<file path="config.mk">
export PLATFORM = sky130hd
export DESIGN_NAME = pipe_stage_reg_flat
export DESIGN_NICKNAME = d
export VERILOG_FILES = /design/src/rtl/pipe_stage_reg_pkg.sv /design/src/rtl/pipe_stage_reg_if.sv /design/src/rtl/pipe_stage_reg_sat_cnt.sv /design/src/rtl/pipe_stage_reg.sv /design/src/flat_wrapper.sv
export SDC_FILE = /design/constraint.sdc
export NUM_CORES = 1
export LEC_CHECK = 0
export CORE_MARGIN = 3
export CORE_UTILIZATION = 39
export DETAILED_ROUTE_END_ITERATION = 8
export GPL_TIMING_DRIVEN = 0
export PLACE_DENSITY = 0.78
export SLEW_MARGIN = 20
export SYNTH_ARGS = -nofsm -noshare
export SYNTH_HDL_FRONTEND = slang
export SYNTH_SLANG_ARGS = --single-unit
export TNS_END_PERCENT = 10
</file>
<file path="constraint.sdc">
create_clock -name clk -period 2.5 [get_ports clk]
set_clock_uncertainty 0.15 [all_clocks]
set_input_delay 0.75 -clock clk [delete_from_list [all_inputs] [get_ports clk]]
set_output_delay 0.75 -clock clk [all_outputs]
set_load 0.005 [all_outputs]
</file>
<file path="src/rtl/pipe_stage_reg_pkg.sv">
// Shared defaults for the pipeline stage register: field widths and the bubble payload.
package pipe_pkg;

  localparam int unsigned DATA_W_DEF = 32;
  localparam int unsigned PC_W_DEF   = 32;
  localparam int unsigned CNT_W_DEF  = 16;

  localparam logic [DATA_W_DEF-1:0] BUBBLE_DATA = '0;

endpackage

</file>
<file path="src/rtl/pipe_stage_reg_if.sv">
// Valid/ready handshake bundle for one pipeline stage; the stage itself uses the slave modport.
interface pipe_stage_reg_if
  import pipe_pkg::*;
#(
  parameter int unsigned DATA_W = DATA_W_DEF,
  parameter int unsigned PC_W   = PC_W_DEF
);

  logic              in_valid;
  logic              in_ready;
  logic [PC_W-1:0]   in_pc;
  logic [DATA_W-1:0] in_data;
  logic              out_valid;
  logic              out_ready;
  logic [PC_W-1:0]   out_pc;
  logic [DATA_W-1:0] out_data;

  modport master (
    output in_valid, in_pc, in_data, out_ready,
    input  in_ready, out_valid, out_pc, out_data
  );

  modport slave (
    input  in_valid, in_pc, in_data, out_ready,
    output in_ready, out_valid, out_pc, out_data
  );

endinterface

</file>
<file path="src/rtl/pipe_stage_reg_sat_cnt.sv">
// Saturating up-counter: sticks at all-ones, clears on synchronous reset.
module pipe_sat_cnt #(
  parameter int unsigned W = 16
) (
  input  logic         clk,
  input  logic         reset,
  input  logic         inc,
  output logic [W-1:0] cnt
);

  always_ff @(posedge clk) begin
    if (reset) begin
      cnt <= '0;
    end else if (inc && (cnt != '1)) begin
      cnt <= cnt + W'(1);
    end
  end

endmodule

</file>
<file path="src/rtl/pipe_stage_reg.sv">
// One-cycle pipeline stage register with flush, bubble insertion and stall counter.
// Define PIPE_STAGE_REG_SKID_EN for a 2-entry skid buffer with registered in_ready.
module pipe_stage_reg
  import pipe_pkg::*;
#(
  parameter int unsigned DATA_W = DATA_W_DEF,
  parameter int unsigned PC_W   = PC_W_DEF,
  parameter int unsigned CNT_W  = CNT_W_DEF
) (
  input  logic              clk,
  input  logic              reset,
  input  logic              flush,
  pipe_stage_reg_if.slave   bus,
  output logic [CNT_W-1:0]  stall_cnt
);

  logic              mainValid;
  logic [PC_W-1:0]   mainPc;
  logic [DATA_W-1:0] mainData;
  logic              accept;
  logic              consume;
  logic              stallInc;

  assign consume  = mainValid & bus.out_ready;
  assign stallInc = mainValid & ~bus.out_ready & ~flush;

`ifdef PIPE_STAGE_REG_SKID_EN
  logic              skidValid;
  logic [PC_W-1:0]   skidPc;
  logic [DATA_W-1:0] skidData;
  logic              readyQ;

  // readyQ mirrors "skid empty"; flush/reset gating keeps out_ready off this path.
  assign bus.in_ready = readyQ & ~flush & ~reset;
  assign accept       = bus.in_valid & bus.in_ready;

  always_ff @(posedge clk) begin
    if (reset) begin
      mainValid <= 1'b0;
      mainPc    <= '0;
      mainData  <= '0;
      skidValid <= 1'b0;
      skidPc    <= '0;
      skidData  <= '0;
      readyQ    <= 1'b1;
    end else if (flush) begin
      mainValid <= 1'b0;
      mainData  <= DATA_W'(BUBBLE_DATA);
      skidValid <= 1'b0;
      skidData  <= DATA_W'(BUBBLE_DATA);
      readyQ    <= 1'b1;
    end else if (!mainValid || consume) begin
      if (skidValid) begin
        mainValid <= 1'b1;
        mainPc    <= skidPc;
        mainData  <= skidData;
        skidValid <= 1'b0;
        skidData  <= DATA_W'(BUBBLE_DATA);
        readyQ    <= 1'b1;
      end else if (accept) begin
        mainValid <= 1'b1;
        mainPc    <= bus.in_pc;
        mainData  <= bus.in_data;
      end else begin
        mainValid <= 1'b0;
        mainData  <= DATA_W'(BUBBLE_DATA);
      end
    end else if (accept) begin
      skidValid <= 1'b1;
      skidPc    <= bus.in_pc;
      skidData  <= bus.in_data;
      readyQ    <= 1'b0;
    end
  end
`else
  assign bus.in_ready = ~reset & ~flush & (~mainValid | bus.out_ready);
  assign accept       = bus.in_valid & bus.in_ready;

  always_ff @(posedge clk) begin
    if (reset) begin
      mainValid <= 1'b0;
      mainPc    <= '0;
      mainData  <= '0;
    end else if (flush) begin
      mainValid <= 1'b0;
      mainData  <= DATA_W'(BUBBLE_DATA);
    end else if (accept) begin
      mainValid <= 1'b1;
      mainPc    <= bus.in_pc;
      mainData  <= bus.in_data;
    end else if (consume) begin
      // Bubble keeps the last PC visible for EPC capture.
      mainValid <= 1'b0;
      mainData  <= DATA_W'(BUBBLE_DATA);
    end
  end
`endif

  assign bus.out_valid = mainValid;
  assign bus.out_pc    = mainPc;
  assign bus.out_data  = mainData;

  pipe_sat_cnt #(
    .W (CNT_W)
  ) u_stallCnt (
    .clk   (clk),
    .reset (reset),
    .inc   (stallInc),
    .cnt   (stall_cnt)
  );

endmodule

</file>
<file path="src/flat_wrapper.sv">
// flat-port wrapper written by rule: the top's interface ports become plain ports
module pipe_stage_reg_flat import pipe_pkg::*;
#(
  parameter int unsigned DATA_W = DATA_W_DEF,
  parameter int unsigned PC_W   = PC_W_DEF,
  parameter int unsigned CNT_W  = CNT_W_DEF
)
  (clk, reset, flush, stall_cnt, bus_in_valid, bus_in_pc, bus_in_data, bus_out_ready, bus_in_ready, bus_out_valid, bus_out_pc, bus_out_data);
  pipe_stage_reg_if #(.DATA_W(DATA_W), .PC_W(PC_W)) bus_i ();
  input  logic clk;
  input  logic reset;
  input  logic flush;
  output logic [CNT_W-1:0] stall_cnt;
  input wire logic [$bits(bus_i.in_valid)-1:0] bus_in_valid;
  input wire logic [$bits(bus_i.in_pc)-1:0] bus_in_pc;
  input wire logic [$bits(bus_i.in_data)-1:0] bus_in_data;
  input wire logic [$bits(bus_i.out_ready)-1:0] bus_out_ready;
  output wire logic [$bits(bus_i.in_ready)-1:0] bus_in_ready;
  output wire logic [$bits(bus_i.out_valid)-1:0] bus_out_valid;
  output wire logic [$bits(bus_i.out_pc)-1:0] bus_out_pc;
  output wire logic [$bits(bus_i.out_data)-1:0] bus_out_data;
  assign bus_i.in_valid = bus_in_valid;
  assign bus_i.in_pc = bus_in_pc;
  assign bus_i.in_data = bus_in_data;
  assign bus_i.out_ready = bus_out_ready;
  assign bus_in_ready = bus_i.in_ready;
  assign bus_out_valid = bus_i.out_valid;
  assign bus_out_pc = bus_i.out_pc;
  assign bus_out_data = bus_i.out_data;
  pipe_stage_reg #(.DATA_W(DATA_W), .PC_W(PC_W), .CNT_W(CNT_W)) u_core (.clk(clk), .reset(reset), .flush(flush), .bus(bus_i), .stall_cnt(stall_cnt));
endmodule
</file>
==> results of run 1 <==
[cells by family (layout without fill, tap and decap cells)]
group,count (synthesis),after routing,share of synthesized area (%)
AND/OR/NAND/NOR,147,147,21.8
AO/OA/AOI/OAI,90,90,18.9
flip-flops,81,81,53.6
buffers and inverters,28,193,4.30
multiplexers,2,2,0.704
adder cells (fa/ha/maj),1,1,0.414
XOR/XNOR,1,1,0.290
[worst max-delay path: cells and delay by family]
| kind | cells | cell delay (ps) |
|---|---|---|
| AND/OR/NAND/NOR | 2 | 400 |
| buffers and inverters | 2 | 330 |
[timing repair]
item                       4_1_cts  5_1_grt
hold buffers                     0        0
pin swaps                        1        0
setup endpoints to repair       60        1
setup buffers                    1        0
gates resized for setup         22        0
[power groups by stage]
| stage | Clock, µW | Sequential, µW | Combinational, µW |
|---|---|---|---|
| floorplan | 0 | 1360 | 87.0 |
| global placement | 0 | 1360 | 273 |
| detailed placement | 0 | 1360 | 277 |
| CTS | 926 | 1330 | 280 |
| global route | 984 | 1330 | 301 |
| finish | 906 | 1330 | 275 |
[synth_stat cells]
master,count
sky130_fd_sc_hd__nor3_1,1
sky130_fd_sc_hd__nand3_1,6
sky130_fd_sc_hd__xor2_1,1
sky130_fd_sc_hd__nor2_1,41
sky130_fd_sc_hd__o41ai_1,2
sky130_fd_sc_hd__nand2_1,69
sky130_fd_sc_hd__o21a_1,1
sky130_fd_sc_hd__clkbuf_8,2
sky130_fd_sc_hd__buf_1,2
sky130_fd_sc_hd__and3_1,3
sky130_fd_sc_hd__or3_1,6
sky130_fd_sc_hd__o21ai_0,1
sky130_fd_sc_hd__or3b_1,1
sky130_fd_sc_hd__o311ai_0,1
sky130_fd_sc_hd__and2_1,1
sky130_fd_sc_hd__or2_2,1
sky130_fd_sc_hd__nor3b_2,1
sky130_fd_sc_hd__mux2i_1,1
sky130_fd_sc_hd__o31ai_1,4
sky130_fd_sc_hd__o31a_1,1
sky130_fd_sc_hd__a22oi_1,32
sky130_fd_sc_hd__buf_4,1
sky130_fd_sc_hd__nand4_1,4
sky130_fd_sc_hd__or2b_1,1
sky130_fd_sc_hd__nor2b_1,2
sky130_fd_sc_hd__or4_1,6
sky130_fd_sc_hd__buf_2,1
sky130_fd_sc_hd__nor4_1,3
sky130_fd_sc_hd__a21oi_1,42
sky130_fd_sc_hd__clkbuf_1,19
sky130_fd_sc_hd__a31oi_1,1
sky130_fd_sc_hd__o21ai_1,4
sky130_fd_sc_hd__or3_4,1
sky130_fd_sc_hd__o41ai_2,1
sky130_fd_sc_hd__inv_1,3
sky130_fd_sc_hd__ha_1,1
sky130_fd_sc_hd__dfxtp_1,81
sky130_fd_sc_hd__mux2_1,1
[metal layers]
metal / vias to the layer above / wire length, µm / global-route usage [%]
met1: 1415 / 3550 / 24.0
met3: 2 / 814 / 7.29
met5: - / 0 / 0
li1: 1538 / - / -
met4: 0 / 29 / 5.17
met2: 112 / 4360 / 33.2
[worst paths after layout]
| path | from | end | slack, ps | cells after the start |
|---|---|---|---|---|
| hold / removal | u_core.bus.out_pc[2] | u_core.bus.out_pc[2] | 310 | 2 |
| hold reg to reg | u_core.bus.out_pc[2] | u_core.bus.out_pc[2] | 310 | 2 |
| setup reg to reg | u_core.u_stallCnt.cnt[0] | u_core.u_stallCnt.cnt[1] | 220 | 7 |
| setup / recovery | flush | bus_in_ready | 120 | 4 |
[through the flow]
| stage | setup WS [ps] | instances | util (%) | setup TNS [ps] | cell area [µm²] |
|---|---|---|---|---|---|
| after floorplan | 86.8 | 350 | - | 0 | 3020 |
| after global placement | -1070 | 599 | 63.1 | -22180 | 4650 |
| after detailed placement | -1080 | 599 | 63.1 | -26240 | 4650 |
| after CTS | 11.8 | 615 | 65.8 | 0 | 4850 |
| after global routing | 52.4 | 614 | 65.6 | 0 | 4830 |
| final | 121 | 614 | 65.6 | 0 | 4830 |
[state kept, by name, summed over array words and instances (netlist names)]
name	cells
u_core.bus.out_pc	32
u_core.u_stallCnt.cnt	16
u_core.bus.out_data	32
u_core.bus.out_valid	1
[layout make-up]
type	count	area (µm²)	share of cell area [%]
repair buffers	151	1500	31.0
multi-input cells	241	1270	26.3
flip-flops and latches	81	1620	33.5
clock inverters	6	58.8	1.22
inverters	3	11.3	0.233
plain buffers	23	119	2.46
clock buffers	10	128	2.64
well taps	99	124	2.56
==> impl_metrics.env, run 1 <==
export IMPL_synth_fp_nets=420
export IMPL_finalCritPeriodShare_pct=95.2
export IMPL_min_period_ps=2380
export IMPL_final_hold_viol_count=0
export IMPL_detailed_place_hpwl_um=6650
export IMPL_final_cell_mix="sky130_fd_sc_hd__clkdlybuf4s50_1, sky130_fd_sc_hd__dfxtp_1, sky130_fd_sc_hd__nand2_1, sky130_fd_sc_hd__a21oi_1, sky130_fd_sc_hd__nor2_1"
export IMPL_clockRootBuffer="sky130_fd_sc_hd__clkbuf_8"
export IMPL_max_clock_path_buffers=2
export IMPL_die_y_um=94.0
export IMPL_synthTopCellsByArea="sky130_fd_sc_hd__dfxtp_1, sky130_fd_sc_hd__nand2_1, sky130_fd_sc_hd__a22oi_1"
export IMPL_num_nets_final=580
export IMPL_fp_dieW_um=94.0
export IMPL_grt_antenna_before_repair=0
export IMPL_setup_viol_count_final=0
export IMPL_ant_nets=0
export IMPL_slew_headroom_pct=67.6
export IMPL_worst_endpoint_required_time_ps=1600
export IMPL_synth_top_cell_area_share_pct=53.6
export IMPL_fmaxAchievable_ghz=0.420
export IMPL_sequential_element_share_of_the_synthesized_area_pct=53.6
export IMPL_vdd_drop_max_uv=318
export IMPL_syn_avg_cell_area_um2=8.64
export IMPL_grt_remaining_overflow=0
export IMPL_detail_route_iter0_violations=100
export IMPL_fillers=617
export IMPL_worst_setup_path_type="in -> out"
export IMPL_share_of_total_power_in_the_clock_network_pct=36.1
export IMPL_power_static_leakage_uw=0.00165
export IMPL_drt_wirelength_per_cell_um=14.3
export IMPL_global_route_wire_length_before_repair_um=14100
export IMPL_antenna_cells_inserted=0
export IMPL_worst_slew_pin_tran_ps=485
export IMPL_synth_cell_types=38
export IMPL_totalWireLength_um=8750
export IMPL_routed_via_count=3067
export IMPL_grt_pass1_vias=2980
export IMPL_synth_yosys_warnings=0
export IMPL_cap_violations=0
export IMPL_floorplan_initialDensity_pct=41.0
export IMPL_layout_commonest_cell="sky130_fd_sc_hd__clkdlybuf4s50_1"
export IMPL_netSwitchingPower_uw=567
export IMPL_cts_htree_levels=3
export IMPL_total_power_uw=2510
export IMPL_place_gp_congestion=0.817
export IMPL_cts_tree="built"
export IMPL_postSynthRegisterBits=81
export IMPL_switching_share_pct=22.6
export IMPL_grt_setup_unrepaired="no"
export IMPL_timing_critical_path_slowest_stage_cell="sky130_fd_sc_hd__or2_4"
export IMPL_finalHoldWorstSlack_ps=306
export IMPL_row_count=31
export IMPL_insertion_delay_ps=330
export IMPL_netlist_area_mm2=0.00302
export IMPL_fraction_of_layout_instances_using_a_drive_strength_above_1_pct=6.41
export IMPL_clock_sink_count=81
export IMPL_pin_count_of_the_biggest_net_entering_global_routing=14
export IMPL_place_port_buffers=150
export IMPL_via_per_inst=5.00
export IMPL_global_route_usage_total_pct=19.8
export IMPL_critical_path_peak_fanout=11
export IMPL_timing_critical_path_arrival_ps=1480
export IMPL_crit_path_cell_trace="clkdlybuf4s15_2 > or2_4 > nor2_1 > buf_2"
export IMPL_first_pass_iters=4
export IMPL_share_seq_of_total_power_pct=52.9
export IMPL_max_stage_delay_ps=290
export IMPL_num_io_pins=151
export IMPL_die_area_mm2=0.00884
export IMPL_post_route_drc_count=0
export IMPL_area_growth_synth_to_final_pct=59.9
export IMPL_cts_buffers=9
export IMPL_synth_area_leader_cell="sky130_fd_sc_hd__dfxtp_1"
export IMPL_drv_slew=0
export IMPL_critical_path_startpoint_type="input port"
export IMPL_cts_clk_slew_worst_paths_ps=80
export IMPL_core_area_mm2=0.00737
export IMPL_power_density_mw_per_mm2=519
export IMPL_outcome="finished clean"
export IMPL_internal_power_uw=1940
export IMPL_power_frac_comb_pct=11.0
export IMPL_endpoint_kind="primary output"
export IMPL_hold_path_class="reg -> reg"
export IMPL_post_synth_inst_count=350
Power figures use the tool's default switching activity.
==> run 2, diff against run 1 <==
--- a/config.mk
+++ b/config.mk
@@ -10,6 +10,7 @@
 export DETAILED_ROUTE_END_ITERATION = 8
 export GPL_TIMING_DRIVEN = 0
 export PLACE_DENSITY = 0.78
+export SKIP_CTS_REPAIR_TIMING = 1
 export SLEW_MARGIN = 20
 export SYNTH_ARGS = -nofsm -noshare
 export SYNTH_HDL_FRONTEND = slang
==> run 2 against run 1 <==
Combinational power hardly changed. Setup slack worse by 73 ps. Global-route usage hardly changed. Sequential power hardly changed. Sequential share of layout area is 0.078 points lower. Cell area is 0.23% higher. Critical endpoint unchanged. Utilization is 0.15 points higher. Critical path depth is 1 higher. Critical path type unchanged. Largest cell class is now buffers. Count of clock-buffer cells in the layout stayed put. Worst hold slack hardly changed. Final cell count stayed put. Sequential cell count stayed put.
==> impl_metrics.env, run 2 (synthesis results as in run 1) <==
export IMPL_outcome="finished clean"
export IMPL_cts_clk_slew_worst_paths_ps=80
export IMPL_totalWireLength_um=8720
export IMPL_place_gp_congestion=0.817
export IMPL_cts_buffers=9
export IMPL_grt_remaining_overflow=0
export IMPL_die_area_mm2=0.00884
export IMPL_cts_htree_levels=3
export IMPL_drt_wirelength_per_cell_um=14.2
export IMPL_cts_tree="built"
export IMPL_core_area_mm2=0.00737
export IMPL_finalCritPeriodShare_pct=98.1
export IMPL_num_nets_final=580
export IMPL_row_count=31
export IMPL_fraction_of_layout_instances_using_a_drive_strength_above_1_pct=6.80
export IMPL_ant_nets=0
export IMPL_worst_slew_pin_tran_ps=500
export IMPL_setup_viol_count_final=0
export IMPL_critical_path_startpoint_type="input port"
export IMPL_fmaxAchievable_ghz=0.408
export IMPL_vdd_drop_max_uv=320
export IMPL_timing_critical_path_arrival_ps=1550
export IMPL_insertion_delay_ps=330
export IMPL_max_stage_delay_ps=250
export IMPL_global_route_usage_total_pct=19.8
export IMPL_routed_via_count=3058
export IMPL_layout_commonest_cell="sky130_fd_sc_hd__clkdlybuf4s50_1"
export IMPL_worst_setup_path_type="in -> out"
export IMPL_place_port_buffers=150
export IMPL_grt_setup_unrepaired="no"
export IMPL_final_cell_mix="sky130_fd_sc_hd__clkdlybuf4s50_1, sky130_fd_sc_hd__dfxtp_1, sky130_fd_sc_hd__nand2_1, sky130_fd_sc_hd__a21oi_1, sky130_fd_sc_hd__nor2_1"
export IMPL_max_clock_path_buffers=2
export IMPL_multi_input_comb_area_mm2=0.00127
export IMPL_min_period_ps=2450
export IMPL_num_io_pins=151
export IMPL_drv_slew=0
export IMPL_global_route_wire_length_before_repair_um=14100
export IMPL_cap_violations=0
export IMPL_via_per_inst=4.98
export IMPL_floorplan_initialDensity_pct=41.0
export IMPL_antenna_cells_inserted=0
export IMPL_detailed_place_hpwl_um=6650
export IMPL_pin_count_of_the_biggest_net_entering_global_routing=14
export IMPL_critPathTopFamily="buffers and inverters"
export IMPL_critical_path_peak_fanout=10
export IMPL_worst_path_buf_inv=3
export IMPL_clock_sink_count=81
export IMPL_power_density_mw_per_mm2=517
export IMPL_slew_headroom_pct=66.6
export IMPL_first_pass_iters=4
export IMPL_area_growth_synth_to_final_pct=60.3
export IMPL_endpoint_kind="primary output"
export IMPL_grt_antenna_before_repair=0
export IMPL_power_static_leakage_uw=0.00167
export IMPL_fin_util_pct=65.8
export IMPL_final_hold_viol_count=0
export IMPL_register_area_mm2=0.00162
export IMPL_fillers=610
export IMPL_grt_pass1_vias=2971
export IMPL_clockRootBuffer="sky130_fd_sc_hd__clkbuf_8"
export IMPL_fp_dieW_um=94.0
export IMPL_timing_critical_path_slowest_stage_cell="sky130_fd_sc_hd__or2_4"
export IMPL_hold_path_class="reg -> reg"
export IMPL_die_y_um=94.0
export IMPL_post_route_drc_count=0
export IMPL_total_power_uw=2510
export IMPL_crit_path_cell_trace="dlymetal6s2s_1 > or2_4 > buf_4 > nor2_1 > clkbuf_2"
export IMPL_detail_route_iter0_violations=103
export IMPL_worst_endpoint_required_time_ps=1600
-- run 2: cell types whose count changed in the layout (fill, tap and decap cells not counted), sizes merged --
cell	previous run	this run
clkdlybuf4s15	1	0
clkbuf	29	32
dlymetal6s2s	0	2
buf	7	4
dlygate4sd2	1	0
-- run 2: final timing paths --
path                             from                  endpoint  slack (ps)  cells after the start
min reg2reg      u_core.bus.out_pc[2]      u_core.bus.out_pc[2]         310                      2
max                             flush              bus_in_ready          50                      5
max reg2reg  u_core.u_stallCnt.cnt[0]  u_core.u_stallCnt.cnt[1]         230                      7
min              u_core.bus.out_pc[2]      u_core.bus.out_pc[2]         310                      2
-- run 2: report_power, final --
group,internal (µW),total (µW),switching (µW),leakage [µW]
sequential,1310,1330,13.8,0.000656
combinational,171,277,105,0.000917
clock,457,903,445,0.0000998
total,1940,2510,565,0.00167
-- run 2: routing by layer --
layer / track usage [%] / part of all wire, % / up-vias
li1: - / - / 1541
met1: 24.1 / 41 / 1396
met2: 33.1 / 49 / 119
met3: 7.21 / 9.3 / 2
met4: 5.17 / 0.33 / 0
met5: 0 / 0 / -
-- run 2: worst reg2reg max path, cell delays in order, from the launching register on --
cell	delay, ps
sky130_fd_sc_hd__dfxtp_1	430
sky130_fd_sc_hd__ha_1	220
sky130_fd_sc_hd__nand4_1	250
sky130_fd_sc_hd__o41ai_2	380
sky130_fd_sc_hd__buf_2	270
sky130_fd_sc_hd__buf_4	210
sky130_fd_sc_hd__mux2i_1	190
sky130_fd_sc_hd__nor2_1	50
-- run 2: final cells by class --
type	instances	area share (%)
plain buffers	23	2.58
flip-flops and latches	81	33.5
well taps	99	2.56
inverters	3	0.232
clock inverters	6	1.21
repair buffers	151	31.0
multi-input cells	241	26.3
clock buffers	10	2.63
-- run 2: metrics by stage --
stage | hold slack, ps | setup TNS (ps) | std cells | cell area [µm²] | setup slack (ps)
6_report | 306 | 0 | 614 | 4850 | 48.2
5_1_grt | 328 | 0 | 614 | 4850 | 3.55
4_1_cts | 309 | -3450 | 615 | 4830 | -1080
3_5_place_dp | 297 | -26240 | 599 | 4650 | -1080
3_3_place_gp | 292 | -22180 | 599 | 4650 | -1070
2_1_floorplan | 300 | 0 | 350 | 3020 | 86.8
==> run 3, diff against run 2 <==
--- a/config.mk
+++ b/config.mk
@@ -5,7 +5,7 @@
 export SDC_FILE = /design/constraint.sdc
 export NUM_CORES = 1
 export LEC_CHECK = 0
-export CORE_MARGIN = 3
+export CORE_MARGIN = 5
 export CORE_UTILIZATION = 39
 export DETAILED_ROUTE_END_ITERATION = 8
 export GPL_TIMING_DRIVEN = 0
==> run 3 against run 2 <==
The run now ends with setup timing left. Wire length grew 5.2%. Die area grew 8.7%. Largest cell class unchanged. Combinational power is essentially flat. Final cell count grew 0.49%. Total power shrank 2.2%. Maximum frequency shrank 4.2%. Critical path depth is the same. Via count grew 1.5%. Cell area grew 0.10%. Critical endpoint unchanged. Largest power group unchanged.
==> impl_metrics.env, run 3 (synthesis results as in run 1) <==
export IMPL_num_nets_final=581
export IMPL_insertion_delay_ps=330
export IMPL_antenna_cells_inserted=0
export IMPL_clock_sink_count=81
export IMPL_cap_violations=0
export IMPL_worst_r2r_endpoint="u_core.u_stallCnt.cnt[1]"
export IMPL_die_y_um=98.0
export IMPL_max_clock_path_buffers=2
export IMPL_final_hold_viol_count=0
export IMPL_place_port_buffers=150
export IMPL_critical_path_peak_fanout=10
export IMPL_slew_headroom_pct=67.2
export IMPL_area_growth_synth_to_final_pct=60.5
export IMPL_grt_pass1_vias=3133
export IMPL_core_area_mm2=0.00765
export IMPL_ant_nets=0
export IMPL_global_route_usage_total_pct=19.0
export IMPL_global_route_wire_length_before_repair_um=15100
export IMPL_worst_endpoint_required_time_ps=1600
export IMPL_worst_setup_path_type="in -> out"
export IMPL_cell_depth_of_the_worst_min_delay_path=2
export IMPL_violations="setup timing"
export IMPL_regToRegStartpoint="u_core.u_stallCnt.cnt[0]"
export IMPL_drt_wirelength_per_cell_um=14.9
export IMPL_cts_htree_levels=3
export IMPL_place_area_mm2=0.00465
export IMPL_num_io_pins=151
export IMPL_finalInstanceArea_mm2=0.00485
export IMPL_first_pass_iters=7
export IMPL_floorplan_initialDensity_pct=39.5
export IMPL_drv_slew=0
export IMPL_timing_critical_path_arrival_ps=1660
export IMPL_critical_path_startpoint_type="input port"
export IMPL_instances_no_fill=617
export IMPL_fin_util_pct=63.4
export IMPL_worst_r2r_path_depth=7
export IMPL_grt_remaining_overflow=0
export IMPL_outcome="finished with violations"
export IMPL_fmaxAchievable_ghz=0.391
export IMPL_totalWireLength_um=9170
export IMPL_worst_hold_path_endpoint="u_core.bus.out_pc[4]"
export IMPL_place_detailed_instances=602
export IMPL_power_density_mw_per_mm2=506
export IMPL_detail_route_iter0_violations=90
export IMPL_pin_count_of_the_biggest_net_entering_global_routing=14
export IMPL_routed_via_count=3104
export IMPL_grt_setup_unrepaired="yes"
export IMPL_fp_dieW_um=98.0
export IMPL_layout_commonest_cell="sky130_fd_sc_hd__clkdlybuf4s50_1"
export IMPL_worst_slew_pin_tran_ps=490
export IMPL_cts_buffers=9
export IMPL_hold_path_class="reg -> reg"
export IMPL_grt_antenna_before_repair=0
export IMPL_power_static_leakage_uw=0.00167
export IMPL_cts_tree="built"
export IMPL_clockRootBuffer="sky130_fd_sc_hd__clkbuf_8"
export IMPL_worstHoldStart="u_core.bus.out_pc[4]"
export IMPL_fraction_of_layout_instances_using_a_drive_strength_above_1_pct=5.83
export IMPL_finalCritPeriodShare_pct=102
export IMPL_vdd_drop_max_uv=326
export IMPL_die_area_mm2=0.00961
export IMPL_min_period_ps=2560
export IMPL_detailed_place_hpwl_um=6870
export IMPL_setup_viol_count_final=1
export IMPL_via_per_inst=5.03
export IMPL_total_power_uw=2450
export IMPL_endpoint_kind="primary output"
export IMPL_cts_clk_slew_worst_paths_ps=80
export IMPL_setup_ws_ps=-59.0
export IMPL_row_count=32
export IMPL_final_cell_mix="sky130_fd_sc_hd__clkdlybuf4s50_1, sky130_fd_sc_hd__dfxtp_1, sky130_fd_sc_hd__nand2_1, sky130_fd_sc_hd__a21oi_1, sky130_fd_sc_hd__nor2_1"
export IMPL_post_route_drc_count=0
export IMPL_place_gp_congestion=0.839
export IMPL_regToRegSetupSlack_ps=200
[run 3: changes by cell type in the layout (fill, tap and decap cells not counted), moves of 2 or more]
| cell | change |
|---|---|
| sky130_fd_sc_hd__dlymetal6s2s_1 | +2 |
| sky130_fd_sc_hd__clkinv_2 | -2 |
| sky130_fd_sc_hd__clkbuf_1 | +3 |
| sky130_fd_sc_hd__clkinvlp_4 | +3 |
| sky130_fd_sc_hd__clkbuf_2 | -6 |
[run 3: final cells by class]
type                            count  area, µm²
Multi-Input combinational cell    241       1270
Fill cell                         637       2800
Timing Repair Buffer              152       1530
Clock buffer                       10        138
Clock inverter                      5       32.5
Inverter                            3       11.3
Buffer                             23        120
Sequential cell                    81       1620
Tap cell                          102        128
[run 3: stage by stage]
step	hold slack, ps	TNS, ps	setup WS (ps)
6_report	306	-59.0	-59.0
5_1_grt	325	-111	-111
4_1_cts	308	-5370	-1120
3_5_place_dp	297	-29260	-1110
3_3_place_gp	291	-25190	-1100
2_1_floorplan	300	0	86.8
[run 3: routing by layer]
layer  vias to the layer above  GRT usage (%)  part of all wire, %
met5                         -              0                    0
met4                         0           6.18                 0.86
met3                        10           6.79                  8.3
met2                       122           32.9                   50
met1                      1434           21.9                   41
li1                       1538              -                    -
[run 3: critical path, stage by stage]
cell	delay (ps)
sky130_fd_sc_hd__dlymetal6s2s_1	180
sky130_fd_sc_hd__or2_4	290
sky130_fd_sc_hd__clkbuf_4	190
sky130_fd_sc_hd__nor2_1	100
sky130_fd_sc_hd__dlymetal6s2s_1	150
[run 3: how the worst max path moves through the flow]
stage	start	to	slack, ps	cells after the start
2_1_floorplan	flush	bus_in_ready	90	4
3_3_place_gp	reset	bus_in_ready	-1100	6
3_5_place_dp	reset	bus_in_ready	-1110	6
4_1_cts	reset	bus_in_ready	-1120	6
5_1_grt	reset	bus_in_ready	-110	5
6_report	reset	bus_in_ready	-60	5
[run 3: power breakdown]
group / switching, µW / internal (µW) / total, µW
clock network: 466 / 379 / 845
registers: 13.8 / 1310 / 1330
logic: 108 / 173 / 280
